File: src/rtl/pipelined_adder_if.sv
// Operand/result handshake bundle for pipelined_adder.
// The slave side is the adder; the master side feeds operands and takes results.
interface pipelined_adder_if #(
    parameter int WIDTH = 8
);
    logic             in_valid;
    logic             in_ready;
    logic [WIDTH-1:0] a;
    logic [WIDTH-1:0] b;
    logic             carry_in;
    logic             sub;
    logic             out_valid;
    logic             out_ready;
    logic [WIDTH-1:0] sum;
    logic             carry;
    logic             overflow;

    modport master (
        output in_valid, a, b, carry_in, sub, out_ready,
        input  in_ready, out_valid, sum, carry, overflow
    );

    modport slave (
        input  in_valid, a, b, carry_in, sub, out_ready,
        output in_ready, out_valid, sum, carry, overflow
    );
endinterface

File: src/rtl/pipelined_adder.sv
// WIDTH-bit add/subtract split into STAGES carry-chained chunks, one chunk per
// register stage, with a valid/ready pipeline that freezes as a whole on stall.
module pipelined_adder #(
    parameter int WIDTH  = 8,
    parameter int STAGES = 2
) (
    input  logic             clk,
    input  logic             rst,
    pipelined_adder_if.slave bus
);
    localparam int CHUNK = WIDTH / STAGES;

    if (STAGES < 1 || STAGES > WIDTH || (WIDTH % STAGES) != 0) begin : g_param_check
        $error("pipelined_adder: STAGES must divide WIDTH and lie in 1..WIDTH");
    end

    logic [WIDTH-1:0] a_q   [STAGES];
    logic [WIDTH-1:0] b_q   [STAGES];
    logic [WIDTH-1:0] s_q   [STAGES];
    logic             cy_q  [STAGES];
    logic             vld_q [STAGES];
    logic             ovf_q;

    logic [WIDTH-1:0] a_d   [STAGES];
    logic [WIDTH-1:0] b_d   [STAGES];
    logic [WIDTH-1:0] s_d   [STAGES];
    logic             cy_d  [STAGES];
    logic             vld_d [STAGES];
    logic             ovf_d;

    logic [WIDTH-1:0] a_in   [STAGES];
    logic [WIDTH-1:0] b_in   [STAGES];
    logic [WIDTH-1:0] s_in   [STAGES];
    logic             cy_in  [STAGES];
    logic             vld_in [STAGES];
    logic [CHUNK:0]   part   [STAGES];

    logic advance;

    // A full output slot that nobody takes freezes every stage, so bubbles stay in place.
    assign advance = !(vld_q[STAGES-1] && !bus.out_ready);

    always_comb begin
        // Subtraction is a + ~b + 1; carry_in is irrelevant then.
        a_in[0]   = bus.a;
        b_in[0]   = bus.sub ? ~bus.b : bus.b;
        cy_in[0]  = bus.sub | bus.carry_in;
        s_in[0]   = '0;
        vld_in[0] = bus.in_valid;
        for (int k = 1; k < STAGES; k++) begin
            a_in[k]   = a_q[k-1];
            b_in[k]   = b_q[k-1];
            cy_in[k]  = cy_q[k-1];
            s_in[k]   = s_q[k-1];
            vld_in[k] = vld_q[k-1];
        end

        for (int k = 0; k < STAGES; k++) begin
            part[k] = {1'b0, a_in[k][k*CHUNK +: CHUNK]}
                    + {1'b0, b_in[k][k*CHUNK +: CHUNK]}
                    + {{CHUNK{1'b0}}, cy_in[k]};
            a_d[k]   = a_in[k];
            b_d[k]   = b_in[k];
            s_d[k]   = s_in[k];
            s_d[k][k*CHUNK +: CHUNK] = part[k][CHUNK-1:0];
            cy_d[k]  = part[k][CHUNK];
            vld_d[k] = vld_in[k];
        end

        // Same-sign operands giving an opposite-sign result is exactly carry-in(MSB) ^ carry-out(MSB).
        ovf_d = (a_in[STAGES-1][WIDTH-1] == b_in[STAGES-1][WIDTH-1])
             && (s_d[STAGES-1][WIDTH-1] != a_in[STAGES-1][WIDTH-1]);
    end

    always_ff @(posedge clk or posedge rst) begin
        if (rst) begin
            for (int k = 0; k < STAGES; k++) begin
                a_q[k]   <= '0;
                b_q[k]   <= '0;
                s_q[k]   <= '0;
                cy_q[k]  <= 1'b0;
                vld_q[k] <= 1'b0;
            end
            ovf_q <= 1'b0;
        end else if (advance) begin
            for (int k = 0; k < STAGES; k++) begin
                a_q[k]   <= a_d[k];
                b_q[k]   <= b_d[k];
                s_q[k]   <= s_d[k];
                cy_q[k]  <= cy_d[k];
                vld_q[k] <= vld_d[k];
            end
            ovf_q <= ovf_d;
        end
    end

    assign bus.in_ready  = advance;
    assign bus.out_valid = vld_q[STAGES-1];
    assign bus.sum       = s_q[STAGES-1];
    assign bus.carry     = cy_q[STAGES-1];
    assign bus.overflow  = ovf_q;
endmodule

File: src/flat_wrapper.sv
// flat-port wrapper written by rule: the top's interface ports become plain ports
module pipelined_adder_flat 
#(
    parameter int WIDTH  = 8,
    parameter int STAGES = 2
)
  (clk, rst, bus_in_valid, bus_a, bus_b, bus_carry_in, bus_sub, bus_out_ready, bus_in_ready, bus_out_valid, bus_sum, bus_carry, bus_overflow);
  pipelined_adder_if #(.WIDTH(WIDTH)) bus_i ();
  input  logic clk;
  input  logic rst;
  input wire logic [$bits(bus_i.in_valid)-1:0] bus_in_valid;
  input wire logic [$bits(bus_i.a)-1:0] bus_a;
  input wire logic [$bits(bus_i.b)-1:0] bus_b;
  input wire logic [$bits(bus_i.carry_in)-1:0] bus_carry_in;
  input wire logic [$bits(bus_i.sub)-1:0] bus_sub;
  input wire logic [$bits(bus_i.out_ready)-1:0] bus_out_ready;
  output wire logic [$bits(bus_i.in_ready)-1:0] bus_in_ready;
  output wire logic [$bits(bus_i.out_valid)-1:0] bus_out_valid;
  output wire logic [$bits(bus_i.sum)-1:0] bus_sum;
  output wire logic [$bits(bus_i.carry)-1:0] bus_carry;
  output wire logic [$bits(bus_i.overflow)-1:0] bus_overflow;
  assign bus_i.in_valid = bus_in_valid;
  assign bus_i.a = bus_a;
  assign bus_i.b = bus_b;
  assign bus_i.carry_in = bus_carry_in;
  assign bus_i.sub = bus_sub;
  assign bus_i.out_ready = bus_out_ready;
  assign bus_in_ready = bus_i.in_ready;
  assign bus_out_valid = bus_i.out_valid;
  assign bus_sum = bus_i.sum;
  assign bus_carry = bus_i.carry;
  assign bus_overflow = bus_i.overflow;
  pipelined_adder #(.WIDTH(WIDTH), .STAGES(STAGES)) u_core (.clk(clk), .rst(rst), .bus(bus_i));
endmodule
File: config.mk
export PLATFORM = sky130hd
export DESIGN_NAME = pipelined_adder_flat
export DESIGN_NICKNAME = d
export VERILOG_FILES = /design/src/rtl/pipelined_adder_if.sv /design/src/rtl/pipelined_adder.sv /design/src/flat_wrapper.sv
export SDC_FILE = /design/constraint.sdc
export NUM_CORES = 1
export LEC_CHECK = 0
export ABC_AREA = 1
export BUFFER_PORTS_ARGS = -buffer_cell sky130_fd_sc_hd__buf_4
export CAP_MARGIN = 20
export CORE_ASPECT_RATIO = 0.9
export CORE_MARGIN = 3
export CORE_UTILIZATION = 46
export CTS_BUF_LIST = sky130_fd_sc_hd__clkbuf_16
export CTS_CLUSTER_DIAMETER = 150
export DETAILED_ROUTE_END_ITERATION = 8
export PLACE_DENSITY = 0.81
export SYNTH_ARGS = -nofsm -noshare
export SYNTH_HDL_FRONTEND = slang
export SYNTH_SLANG_ARGS = --single-unit
File: constraint.sdc
create_clock -name clk -period 1.8 [get_ports clk]
set_clock_uncertainty 0.2 [all_clocks]
set_input_delay 0.36 -clock clk [delete_from_list [all_inputs] [get_ports clk]]
set_output_delay 0.36 -clock clk [all_outputs]
set_load 0.02 [all_outputs]
# After elaboration in Yosys (flattened, before gate mapping)
# Index checks and enable logic that the tools add are counted.
# word_totals
mem_count,0
wordCells,22
ram_bits,0
reg_bits,33
latch_bits,0
output_inout_bits,12
romBits,0
input_bits,22
# classes
multipliers,0
order_cmp,0
add_sub_neg,4
bitwise_logic,2
muxes,1
div,0
eq_ne,2
n_reduce_logical,4
n_shift,0
# ops
operator,count
$add A4 B4 Y5,2
$add A5 B1 Y5,2
$mux W8,1
$not A8 Y8,1
$logic_and A1 B1 Y1,2
$logic_not A1 Y1,2
$eq A1 B1 Y1,1
$ne A1 B1 Y1,1
$or A1 B1 Y1,1

# Depth between registers and ports, before layout
# Gate-level depths: netlist of the first run.
# logic_depth
word_depth,4
mapped_depth,8
depth_no_buf,7

# Least setup slack after synthesis of the first run
# OpenSTA, ideal clock, no wires.
# synth_timing
path_type,input-to-reg
from,input port bus_sub
to,"register u_core.cy_q, in the netlist u_core.cy_in[0]"
cell_stages,8
slack_ps,-363
setup_time_ps,122
required_time_ps,1478
arrival_ps,1842
path_buffers,1
cell_sequence,buf_2 > or2_2 > fa_1 > fa_1 > nand2_1 > nand2_1 > nand2_1 > a21oi_1
# synth_between
elab_chain_len,3
word_cells_on_any_way,4
cone_classes,2 x add/sub; 1 x mux; 1 x bitwise
# synth_rtl
element,line,text
from (decl),flat_wrapper.sv:15,input wire logic [$bits(bus_i.sub)-1:0] bus_sub;
$mux W8,pipelined_adder.sv:46,b_in[0] = bus.sub ? ~bus.b : bus.b;
$add A4 B4 Y5,pipelined_adder.sv:60,"+ {1'b0, b_in[k][k*CHUNK +: CHUNK]}"
$add A5 B1 Y5 (*),pipelined_adder.sv:61,"+ {{CHUNK{1'b0}}, cy_in[k]};"
"to (signal, indexed assignment)",pipelined_adder.sv:90,cy_q[k] <= cy_d[k];
to (decl),pipelined_adder.sv:20,logic cy_q [STAGES];
# Every way passes the cells marked *; elsewhere a longest branch is shown, timed or not.
# A chain may end at the register's enable or synchronous reset.

# Final worst setup path of the first run
# layout_timing
from,"register u_core.cy_q, in the netlist u_core.cy_in[0]"
to,"register u_core.cy_q, in the netlist u_core.bus.carry"
# layout_between
elab_chain_len,1
# layout_rtl
element,line
$add A5 B1 Y5,pipelined_adder.sv:61
# Every way passes these cells.

==> results of run 1 <==
==> final timing paths <==
| check | endpoint | depth (start not counted) | slack, ns | from |
|---|---|---|---|---|
| min | u_core.a_d[6] | 3 | 0.11 | bus_a[6] |
| min in group asynchronous | u_core.bus.out_valid | 4 | 0.52 | rst |
| max | u_core.bus.carry | 7 | 0.02 | u_core.cy_in[0] |
| min reg2reg | u_core.bus.out_valid | 2 | 0.26 | u_core.vld_d[0] |
| max in group asynchronous | u_core.a_d[5] | 4 | 0.64 | rst |
| max reg2reg | u_core.bus.carry | 7 | 0.02 | u_core.cy_in[0] |
==> cell usage in the layout, fill, tap and decap left out, types with 6 or more instances in the layout <==
cell type / netlist / layout
nor2_1: 9 / 9
o21ai_1: 5 / 7
ha_1: 6 / 6
inv_1: 13 / 13
buf_4: 0 / 37
nand2_1: 52 / 50
o21ai_0: 8 / 6
dfrtp_1: 25 / 25
nand3_1: 7 / 7
==> layer usage <==
metal	track usage	up-vias	share of wire
met5	0	-	0
met4	0.04403	0	0.021
met3	0.04000	8	0.047
met2	0.3267	29	0.53
met1	0.2025	507	0.40
li1	-	537	-
==> cell families (layout without fill, tap and decap cells) <==
group,Yosys count,in the layout
buffers and inverters,19,57
adders and majority gates,10,10
xor gates and xnor gates,8,8
DFF,25,25
AOI/OAI and AO/OA,16,16
and+or+nand+nor,72,72
==> worst register-to-register path, cell delays in order (launching register included) <==
cell and delay (ns):
dfrtp_1 0.39, fa_2 0.24, inv_2 0.04, fa_2 0.38
or2_4 0.24, nand2_2 0.07, nand2_2 0.05, a21oi_2 0.10
==> where the power goes <==
| part | total (mW) | switching (mW) | internal, mW |
|---|---|---|---|
| clock network | 0.479 | 0.183 | 0.297 |
| logic | 0.730 | 0.412 | 0.318 |
| registers | 0.797 | 0.0888 | 0.708 |
| total | 2.01 | 0.683 | 1.32 |
==> flip-flops by register name, indices dropped and copies added (netlist names) <==
name	flops
u_core.bus.carry	1
u_core.b_d	4
u_core.s_d	4
u_core.cy_in	1
u_core.bus.overflow	1
u_core.bus.out_valid	1
u_core.bus.sum	8
u_core.a_d	4
u_core.vld_d	1
==> cell usage after synthesis, drive strengths merged <==
master  instances
buf             5
or2             3
inv            14
o21ai          13
xor2            4
xnor2           4
nor2           10
ha              6
dfrtp          25
a21oi           3
fa              4
nand3           7
nand2          52
==> area by class of cell <==
type	count	area (um2)	area share
multi-input combinational	106	623.1	0.3603
sequential	25	625.6	0.3618
clock buffer	3	75.07	0.04342
clock inverter	1	3.754	0.002171
inverter	14	55.05	0.03184
tap	38	47.55	0.02750
timing repair buffer	39	299.0	0.1729
==> timing repair <==
item                       4_1_cts  5_1_grt
buffers inserted                 1        0
resized for setup                3        7
cloned                           0        0
hold buffers                     1        0
setup endpoints to repair        4        4
pin swaps                        2        3
hold endpoints to repair        25        0
==> results.py, run 1 <==
metrics = {
    "sta": {
        "relSlewSlack": 0.7930,
        "fin_setup_tns_ns": 0,
        "post-route-min-period_ns": 1.782,
        "finalHoldViolations": 0,
        "slew_violations": 0,
        "fin_hold_ws_ns": 0.1093,
        "tightest_slew_ns": 0.3105,
        "setup_viol": 0,
        "post-route-period-util": 0.9902,
        "timing.final.ws_setup_ns": 0.01757,
        "max_freq_mhz": 561.0,
        "rsz0062_at_grt": "yes",
    },
    "detailed_routing": {
        "num_vias": 1081,
        "ant_nets": 0,
        "drc_errors": 0,
        "viasPerCell": 4.783,
        "first_iter_violations": 56,
        "wl_per_cell_um": 12.73,
        "drt-total-wl_um": 2876,
        "dr.pass1.iters": 4,
    },
    "pwr": {
        "p_leak_nw": 0.8957,
        "power.total_mw": 2.005,
        "peakVddDrop_mv": 0.6798,
        "power.density_nw_per_um2": 1160,
    },
    "global_route": {
        "grt_first_pass_wirelength_um": 4947,
        "antenna_found_initial": 0,
        "grt_pass1_vias": 1146,
        "grt_usage": 0.1751,
        "overflow": 0,
        "grt_start_max_net_pins": 27,
    },
    "placed_design": {
        "place_congestion": 0.7639,
        "dpl.cell_count": 220,
        "placed_cell_area_um2": 1610,
        "place_hpwl_um": 2120,
        "dp_slack_ns": -0.2772,
        "port_buffers": 33,
    },
    "floorplanning": {
        "die_area_um2": 3537,
        "start_util": 0.5068,
        "fp-row-count": 17,
        "io_pins": 34,
        "core_um2": 2595,
        "die_w_um": 62.36,
        "die_y_um": 56.73,
    },
    "clock_network": {
        "clock_latency_ns": 0.25,
        "tritoncts": "done",
        "cts_max_level": 1,
        "cts_buffer_depth": 2,
        "cts_buffers": 3,
        "clkTransAtPathRegs_ns": 0.06,
        "cts.sinks": 25,
        "cts_root_buffer": "clkbuf_16",
    },
    "flow_run": {
        "cap_violations": 0,
    },
    "logic_synthesis": {
        "synth-compound-area-share": 0.06089,
        "synth_top_area_frac": 0.4757,
        "synth_xor_area_frac": 0.05328,
        "syn_area_per_cell_um2": 8.767,
        "synth_top_family_by_area": "simple AND/OR/NAND/NOR gates",
        "ys_seq_area_frac": 0.4757,
        "yosysWarningCount": 0,
        "synthCells": 150,
        "syn-cell-area_um2": 1315,
        "yosys_register_bits": 25,
        "ys_types": 18,
        "synthSimpleGateAreaFrac": 0.2236,
        "yosysTopAreaCell": "dfrtp_1",
        "ys_top_cells_by_area": "dfrtp_1 (48%), nand2_1 (15%), fa_1 (6.1%)",
        "muxShareOfSynthArea": 0,
        "synth_nets": 182,
        "synthAdderAreaFrac": 0.1180,
    },
    "status": {
        "status": "finished, final reports clean",
    },
    "critical_path": {
        "path_cells": "fa_2, inv_2, fa_2, or2_4, nand2_2, nand2_2, a21oi_2",
        "path_class": "reg2reg",
        "end_kind": "flop",
        "path_delay_family": "adder cells",
        "cp_max_fo": 2,
        "path_buf_inv": 1,
        "worstPathRequired_ns": 1.79,
        "max_stage_delay_ns": 0.39,
        "cp_slowest_cell": "dfrtp_1",
        "cp.arrival_ns": 1.77,
        "start_kind": "flop",
    },
    "layout": {
        "antenna_cells": 0,
        "nNetsFinal": 221,
        "fin_cells": 226,
        "fillerInstances": 228,
        "final_cell_area_um2": 1729,
        "utilization": 0.6663,
        "drive_above_1_share": 0.2819,
        "synthToLayoutAreaGrowth_pct": 31.49,
    },
    "hold_path": {
        "hold_path_class": "in2reg",
    },
}
(Power assumes the default switching activity.)
==> run 2: changes to the inputs <==
- PLACE_DENSITY: 0.81 -> 0.72
==> run 2 against run 1 <==
  * Sequential power is 1% lower
  * Setup slack got worse by 0.014 ns
  * Power about the same
  * Final area is 0.65% higher
  * Wire length increased by 1.0%
  * First-iteration DRC count shrank 36%
  * Cell count grew 0.44%
  * Die area unchanged
  * Largest power group unchanged
  * Clock power increased by 0.8%
  * Via count is 0.37% lower
  * Register-to-register slack about the same
  * Highest routed layer unchanged
  * Combinational power rose by 1%
==> results.py, run 2 (synthesis results as in run 1) <==
metrics = {
    "pwr": {
        "pwr-share-clk": 0.241,
        "seq_power_share": 0.392,
        "power.density_nw_per_um2": 1153,
        "internal-power_mw": 1.326,
        "p_comb_frac": 0.367,
        "peakVddDrop_mv": 0.7579,
        "p_switching_mw": 0.6805,
        "p_leak_nw": 0.9012,
        "p_sw_frac": 0.3392,
        "power.total_mw": 2.006,
    },
    "layout": {
        "layout_common_cells": "nand2_1 (49), buf_4 (37), dfrtp_1 (25)",
        "final_cell_area_um2": 1740,
        "nNetsFinal": 222,
        "layout_commonest_cell": "nand2_1",
        "largest_reg_flops": 8,
        "drive_above_1_share": 0.2910,
        "antenna_cells": 0,
        "synthToLayoutAreaGrowth_pct": 32.35,
        "utilization": 0.6707,
        "fin_cells": 227,
    },
    "sta": {
        "relSlewSlack": 0.7749,
        "fin_hold_ws_ns": 0.09980,
        "slew_violations": 0,
        "tightest_slew_ns": 0.3365,
        "setup_viol": 0,
        "rsz0062_at_grt": "yes",
        "max_freq_mhz": 556.7,
        "post-route-period-util": 0.9979,
        "timing.final.ws_setup_ns": 0.003759,
        "fin_setup_tns_ns": 0,
        "post-route-min-period_ns": 1.796,
        "finalHoldViolations": 0,
    },
    "placed_design": {
        "port_buffers": 33,
        "dpl.cell_count": 220,
        "place_congestion": 0.7315,
        "place_hpwl_um": 2136,
        "dp_slack_ns": -0.3063,
        "placed_cell_area_um2": 1610,
    },
    "detailed_routing": {
        "dr.pass1.iters": 4,
        "drc_errors": 0,
        "met2_length_um": 1536,
        "viasPerCell": 4.744,
        "drt-total-wl_um": 2906,
        "num_vias": 1077,
        "highest_layer": "met4",
        "first_iter_violations": 36,
        "ant_nets": 0,
        "wl_met3_um": 146,
        "wl_met1_um": 1186,
        "wl_per_cell_um": 12.80,
    },
    "critical_path": {
        "cp_slowest_cell": "fa_2",
        "r2r_slack_ns": 0.01,
        "start_kind": "input port",
        "rr_endpoint": "u_core.bus.carry",
        "path_class": "in2reg",
        "cp_max_fo": 2,
        "worstPathRequired_ns": 1.75,
        "r2r.worst_path.cells": 7,
        "path_cells": "buf_6, or2_4, fa_2, fa_2, nand2_2, nand2_1, nand2_1, a21oi_1",
        "max_stage_delay_ns": 0.42,
        "reg2reg_from": "u_core.cy_in[0]",
        "end_kind": "flop",
        "cp.arrival_ns": 1.74,
    },
    "hold_path": {
        "hold_path_class": "in2reg",
        "min_from": "bus_a[4]",
        "min_path_cells": 3,
        "min_to": "u_core.a_d[4]",
    },
    "floorplanning": {
        "die_y_um": 56.73,
        "die_area_um2": 3537,
        "core_um2": 2595,
        "fp-row-count": 17,
        "start_util": 0.5068,
        "io_pins": 34,
        "die_w_um": 62.36,
    },
    "clock_network": {
        "clock_latency_ns": 0.26,
        "cts_root_buffer": "clkbuf_16",
        "tritoncts": "done",
        "clkTransAtPathRegs_ns": 0.06,
        "cts.sinks": 25,
        "cts_max_level": 1,
        "cts_buffer_depth": 2,
        "cts_buffers": 3,
    },
    "global_route": {
        "grt_usage": 0.1880,
        "antenna_found_initial": 0,
        "overflow": 0,
        "grt_start_max_net_pins": 27,
        "grt_pass1_vias": 1171,
        "grt_first_pass_wirelength_um": 5209,
    },
    "status": {
        "status": "finished, final reports clean",
    },
    "flow_run": {
        "cap_violations": 0,
    },
}
==> run 2: changes by cell type in the layout (fill, tap and decap cells not counted), sizes merged <==
cell	before	now
buf	38	39
==> run 2: power groups by stage <==
stage               sequential, mW  clock [mW]  combinational [mW]
finish                       0.786       0.483               0.737
CTS                          0.787       0.492               0.728
floorplan                    0.895           0               0.333
detailed placement           0.796           0               0.697
global route                 0.806       0.515               0.825
global placement             0.790           0               0.671
==> run 2: final cells by class <==
cell class | count | area (um2)
inverters | 14 | 52.55
well taps | 38 | 47.55
flip-flops and latches | 25 | 625.6
multi-input cells | 106 | 625.6
clock buffers | 3 | 75.07
fillers | 223 | 854.6
repair buffers | 40 | 310.3
clock inverters | 1 | 3.754
==> run 2: layer usage <==
metal / vias to the layer above / GRT usage
met5: - / 0
met4: 0 / 0.06289
met3: 5 / 0.05200
met2: 28 / 0.3466
met1: 504 / 0.2086
li1: 540 / -
==> run 2: what timing repair did <==
action | 4_1_cts | 5_1_grt
resized for setup | 6 | 4
hold endpoints to repair | 25 | 0
hold buffers | 1 | 0
pin swaps | 9 | 7
endpoints found under the setup margin | 4 | 4
buffers inserted | 1 | 1
==> run 2: worst max-delay path: cells and delay by family <==
family	cells	cell delay, ns
AOI/OAI and AO/OA	1	0.05
adders and majority gates	2	0.80
buffers and inverters	1	0.09
and+or+nand+nor	4	0.44
==> run 2: how the worst max path moves through the flow <==
stage	endpoint	depth (start not counted)	start	slack, ns
3_3_place_gp	u_core.s_d[1]	6	bus_carry_in	-0.21
6_report	u_core.cy_in[0]	8	bus_carry_in	0.004
5_1_grt	u_core.bus.carry	7	u_core.cy_in[0]	-0.05
4_1_cts	u_core.cy_in[0]	8	bus_sub	-0.03
3_5_place_dp	u_core.cy_in[0]	8	bus_carry_in	-0.31
2_1_floorplan	u_core.s_d[1]	6	bus_sub	-0.19
==> run 3: changes to the inputs <==
- ABC_AREA: 1 -> unset
- CELL_PAD_IN_SITES_DETAIL_PLACEMENT: unset -> 1
- CELL_PAD_IN_SITES_GLOBAL_PLACEMENT: unset -> 1
- CORE_UTILIZATION: 46 -> 35
==> run 3 against run 2 <==
  * The flow now finishes with violations (setup timing)
  * Wire length is 0.21% lower
  * Sequential share of layout area is 0.61 points lower
  * Register-to-register slack better by 0.07 ns
  * Synthesized cell count is 9.3% lower
  * Cell count is 2.6% lower
  * Combinational power hardly changed
  * Critical path depth is 1 lower
  * Largest cell class is now multi-input gates
==> results.py, run 3 <==
metrics = {
    "layout": {
        "layout_common_cells": "nand2_1 (41), buf_4 (40), dfrtp_1 (25)",
        "multi_input_area_um2": 646.9,
        "drive_above_1_share": 0.3164,
        "layout_commonest_cell": "nand2_1",
        "largest_reg_flops": 8,
        "nNetsFinal": 210,
        "synthToLayoutAreaGrowth_pct": 35.41,
        "antenna_cells": 0,
        "final_cell_area_um2": 1770,
        "fillerInstances": 399,
        "regArea_um2": 625.6,
    },
    "critical_path": {
        "r2r.worst_path.cells": 4,
        "path_class": "in2reg",
        "cp_slowest_cell": "fa_2",
        "path_delay_family": "adder cells",
        "cp_max_fo": 2,
        "r2r_slack_ns": 0.08,
        "worstPathRequired_ns": 1.75,
        "start_kind": "input port",
        "end_kind": "flop",
        "path_buf_inv": 1,
        "crit_cells": 7,
        "path_cells": "buf_6, or2_4, fa_2, fa_2, a21o_1, a21oi_2, a21oi_2",
        "max_stage_delay_ns": 0.36,
        "cp.arrival_ns": 1.76,
    },
    "logic_synthesis": {
        "ys_seq_area_frac": 0.4785,
        "synth_nets": 168,
        "yosys_register_bits": 25,
        "ys_top_cells_by_area": "dfrtp_1 (48%), nand2_1 (12%), fa_1 (6.1%)",
        "synth_top_area_frac": 0.4785,
        "yosysWarningCount": 0,
        "syn-cell-area_um2": 1308,
        "syn_area_per_cell_um2": 9.614,
        "ys.flop_type": "dfrtp_1",
        "synthCells": 136,
        "yosysMostFrequentCell": "nand2_1",
        "synth_common_cells": "nand2_1 (41), dfrtp_1 (25), a21oi_1 (7), o21ai_0 (7)",
        "ys_types": 28,
        "yosysTopAreaCell": "dfrtp_1",
        "synth_edf_count": 0,
        "async_flop_share": 1.000,
    },
    "detailed_routing": {
        "first_iter_violations": 23,
        "drt-total-wl_um": 2900,
        "drc_errors": 0,
        "num_vias": 1052,
        "viasPerCell": 4.760,
        "wl_per_cell_um": 13.12,
        "ant_nets": 0,
        "dr.pass1.iters": 4,
    },
    "global_route": {
        "grt_usage": 0.1464,
        "grt_first_pass_wirelength_um": 5299,
        "overflow": 0,
        "antenna_found_initial": 0,
        "grt_pass1_vias": 1118,
        "grt_start_max_net_pins": 26,
    },
    "floorplanning": {
        "die_area_um2": 4506,
        "die_w_um": 70.43,
        "die_y_um": 63.99,
        "start_util": 0.3759,
        "core_um2": 3478,
        "fp-row-count": 20,
        "io_pins": 34,
    },
    "sta": {
        "relSlewSlack": 0.7857,
        "max_freq_mhz": 553.3,
        "fin_setup_tns_ns": -0.007200,
        "slew_violations": 0,
        "rsz0062_at_grt": "yes",
        "post-route-min-period_ns": 1.807,
        "timing.final.ws_setup_ns": -0.007200,
        "post-route-period-util": 1.004,
        "finalHoldViolations": 0,
        "tightest_slew_ns": 0.3214,
        "setup_viol": 1,
    },
    "clock_network": {
        "cts_buffers": 3,
        "cts.sinks": 25,
        "cts_root_buffer": "clkbuf_16",
        "tritoncts": "done",
        "clkTransAtPathRegs_ns": 0.07,
        "cts_max_level": 1,
        "cts_buffer_depth": 2,
        "clock_latency_ns": 0.26,
    },
    "placed_design": {
        "placed_cell_area_um2": 1645,
        "place_hpwl_um": 2270,
        "place_congestion": 0.8339,
        "port_buffers": 33,
    },
    "flow_run": {
        "cap_violations": 0,
    },
    "status": {
        "violations": "setup timing",
        "status": "finished, violations left",
    },
    "hold_path": {
        "hold_path_class": "in2reg",
        "min_path_cells": 3,
    },
    "pwr": {
        "p_leak_nw": 0.8803,
        "peakVddDrop_mv": 0.3626,
        "power.density_nw_per_um2": 1158,
    },
}
[run 3: changes by cell type after synthesis, moves of 4 or more]
| cell | delta |
|---|---|
| nand2_1 | -11 |
| inv_1 | -8 |
| nand3_1 | -5 |
| o21ai_1 | -5 |
| a21oi_1 | +4 |
| nor2_1 | -4 |
[run 3: final timing paths]
kind,endpoint,from
setup / recovery,u_core.cy_in[0],bus_carry_in
hold / removal,u_core.a_d[6],bus_a[6]
setup reg to reg,u_core.bus.sum[5],u_core.a_d[4]
hold reg to reg,u_core.vld_d[0],u_core.vld_d[0]
max in group asynchronous,u_core.b_d[7],rst
min in group asynchronous,u_core.bus.out_valid,rst
[run 3: cells by family (layout without fill, tap and decap cells)]
group           count (synthesis)  in the layout  share of synthesized area
flops                          25             25                     0.4785
compound gates                 23             23                     0.1072
xor+xnor                       10             10                    0.06698
mux                             1              1                   0.007656
buf+inv                        13             54                    0.04593
fa+ha+maj                      10             10                     0.1187
simple gates                   54             54                     0.1751
[run 3: what timing repair did]
item                                    CTS  global route
hold endpoints to repair                 25             0
endpoints found under the setup margin    5             4
pin swaps                                 3             2
gates resized for setup                   2             5
setup buffers                             0             1
hold buffers                              1             0
[run 3: where the power goes]
group	leakage, nW	switching (mW)	internal, mW
sequential	0.299	0.0904	0.711
clock	0.0371	0.207	0.302
combinational	0.544	0.396	0.344
total	0.880	0.693	1.36
[run 3: worst min-delay path: stages]
cell and delay [ns]:
buf_4 0.07, nand2_1 0.04, nand2_1 0.05
[run 3: layer usage]
layer / global-route usage / vias to the layer above / share of wire
met5: 0 / - / 0
met4: 0.06459 / 0 / 0.021
met3: 0.01730 / 5 / 0.039
met2: 0.2430 / 25 / 0.48
met1: 0.1918 / 499 / 0.46
li1: - / 523 / -
[run 3: through the flow]
| step | setup WS, ns | instances | hold slack (ns) | power (mW) | util |
|---|---|---|---|---|---|
| 2_1_floorplan | -0.3837 | 136 | 0.1873 | 1.242 | - |
| 3_3_place_gp | -0.4281 | 215 | 0.2350 | 1.511 | 0.4730 |
| 3_5_place_dp | -0.4730 | 215 | 0.2430 | 1.543 | 0.4730 |
| 4_1_cts | -0.04058 | 220 | 0.09825 | 2.058 | 0.5014 |
| 5_1_grt | -0.06329 | 221 | 0.1113 | 2.198 | 0.5090 |
| 6_report | -0.007200 | 221 | 0.09627 | 2.050 | 0.5090 |
[run 3: final cells by class]
cell class              instances  share of cell area
clock buffers                   3             0.04240
well taps                      44             0.03110
clock inverters                 1            0.004240
repair buffers                 43              0.1880
inverters                       7             0.01555
multi-input cells              98              0.3654
flip-flops and latches         25              0.3534
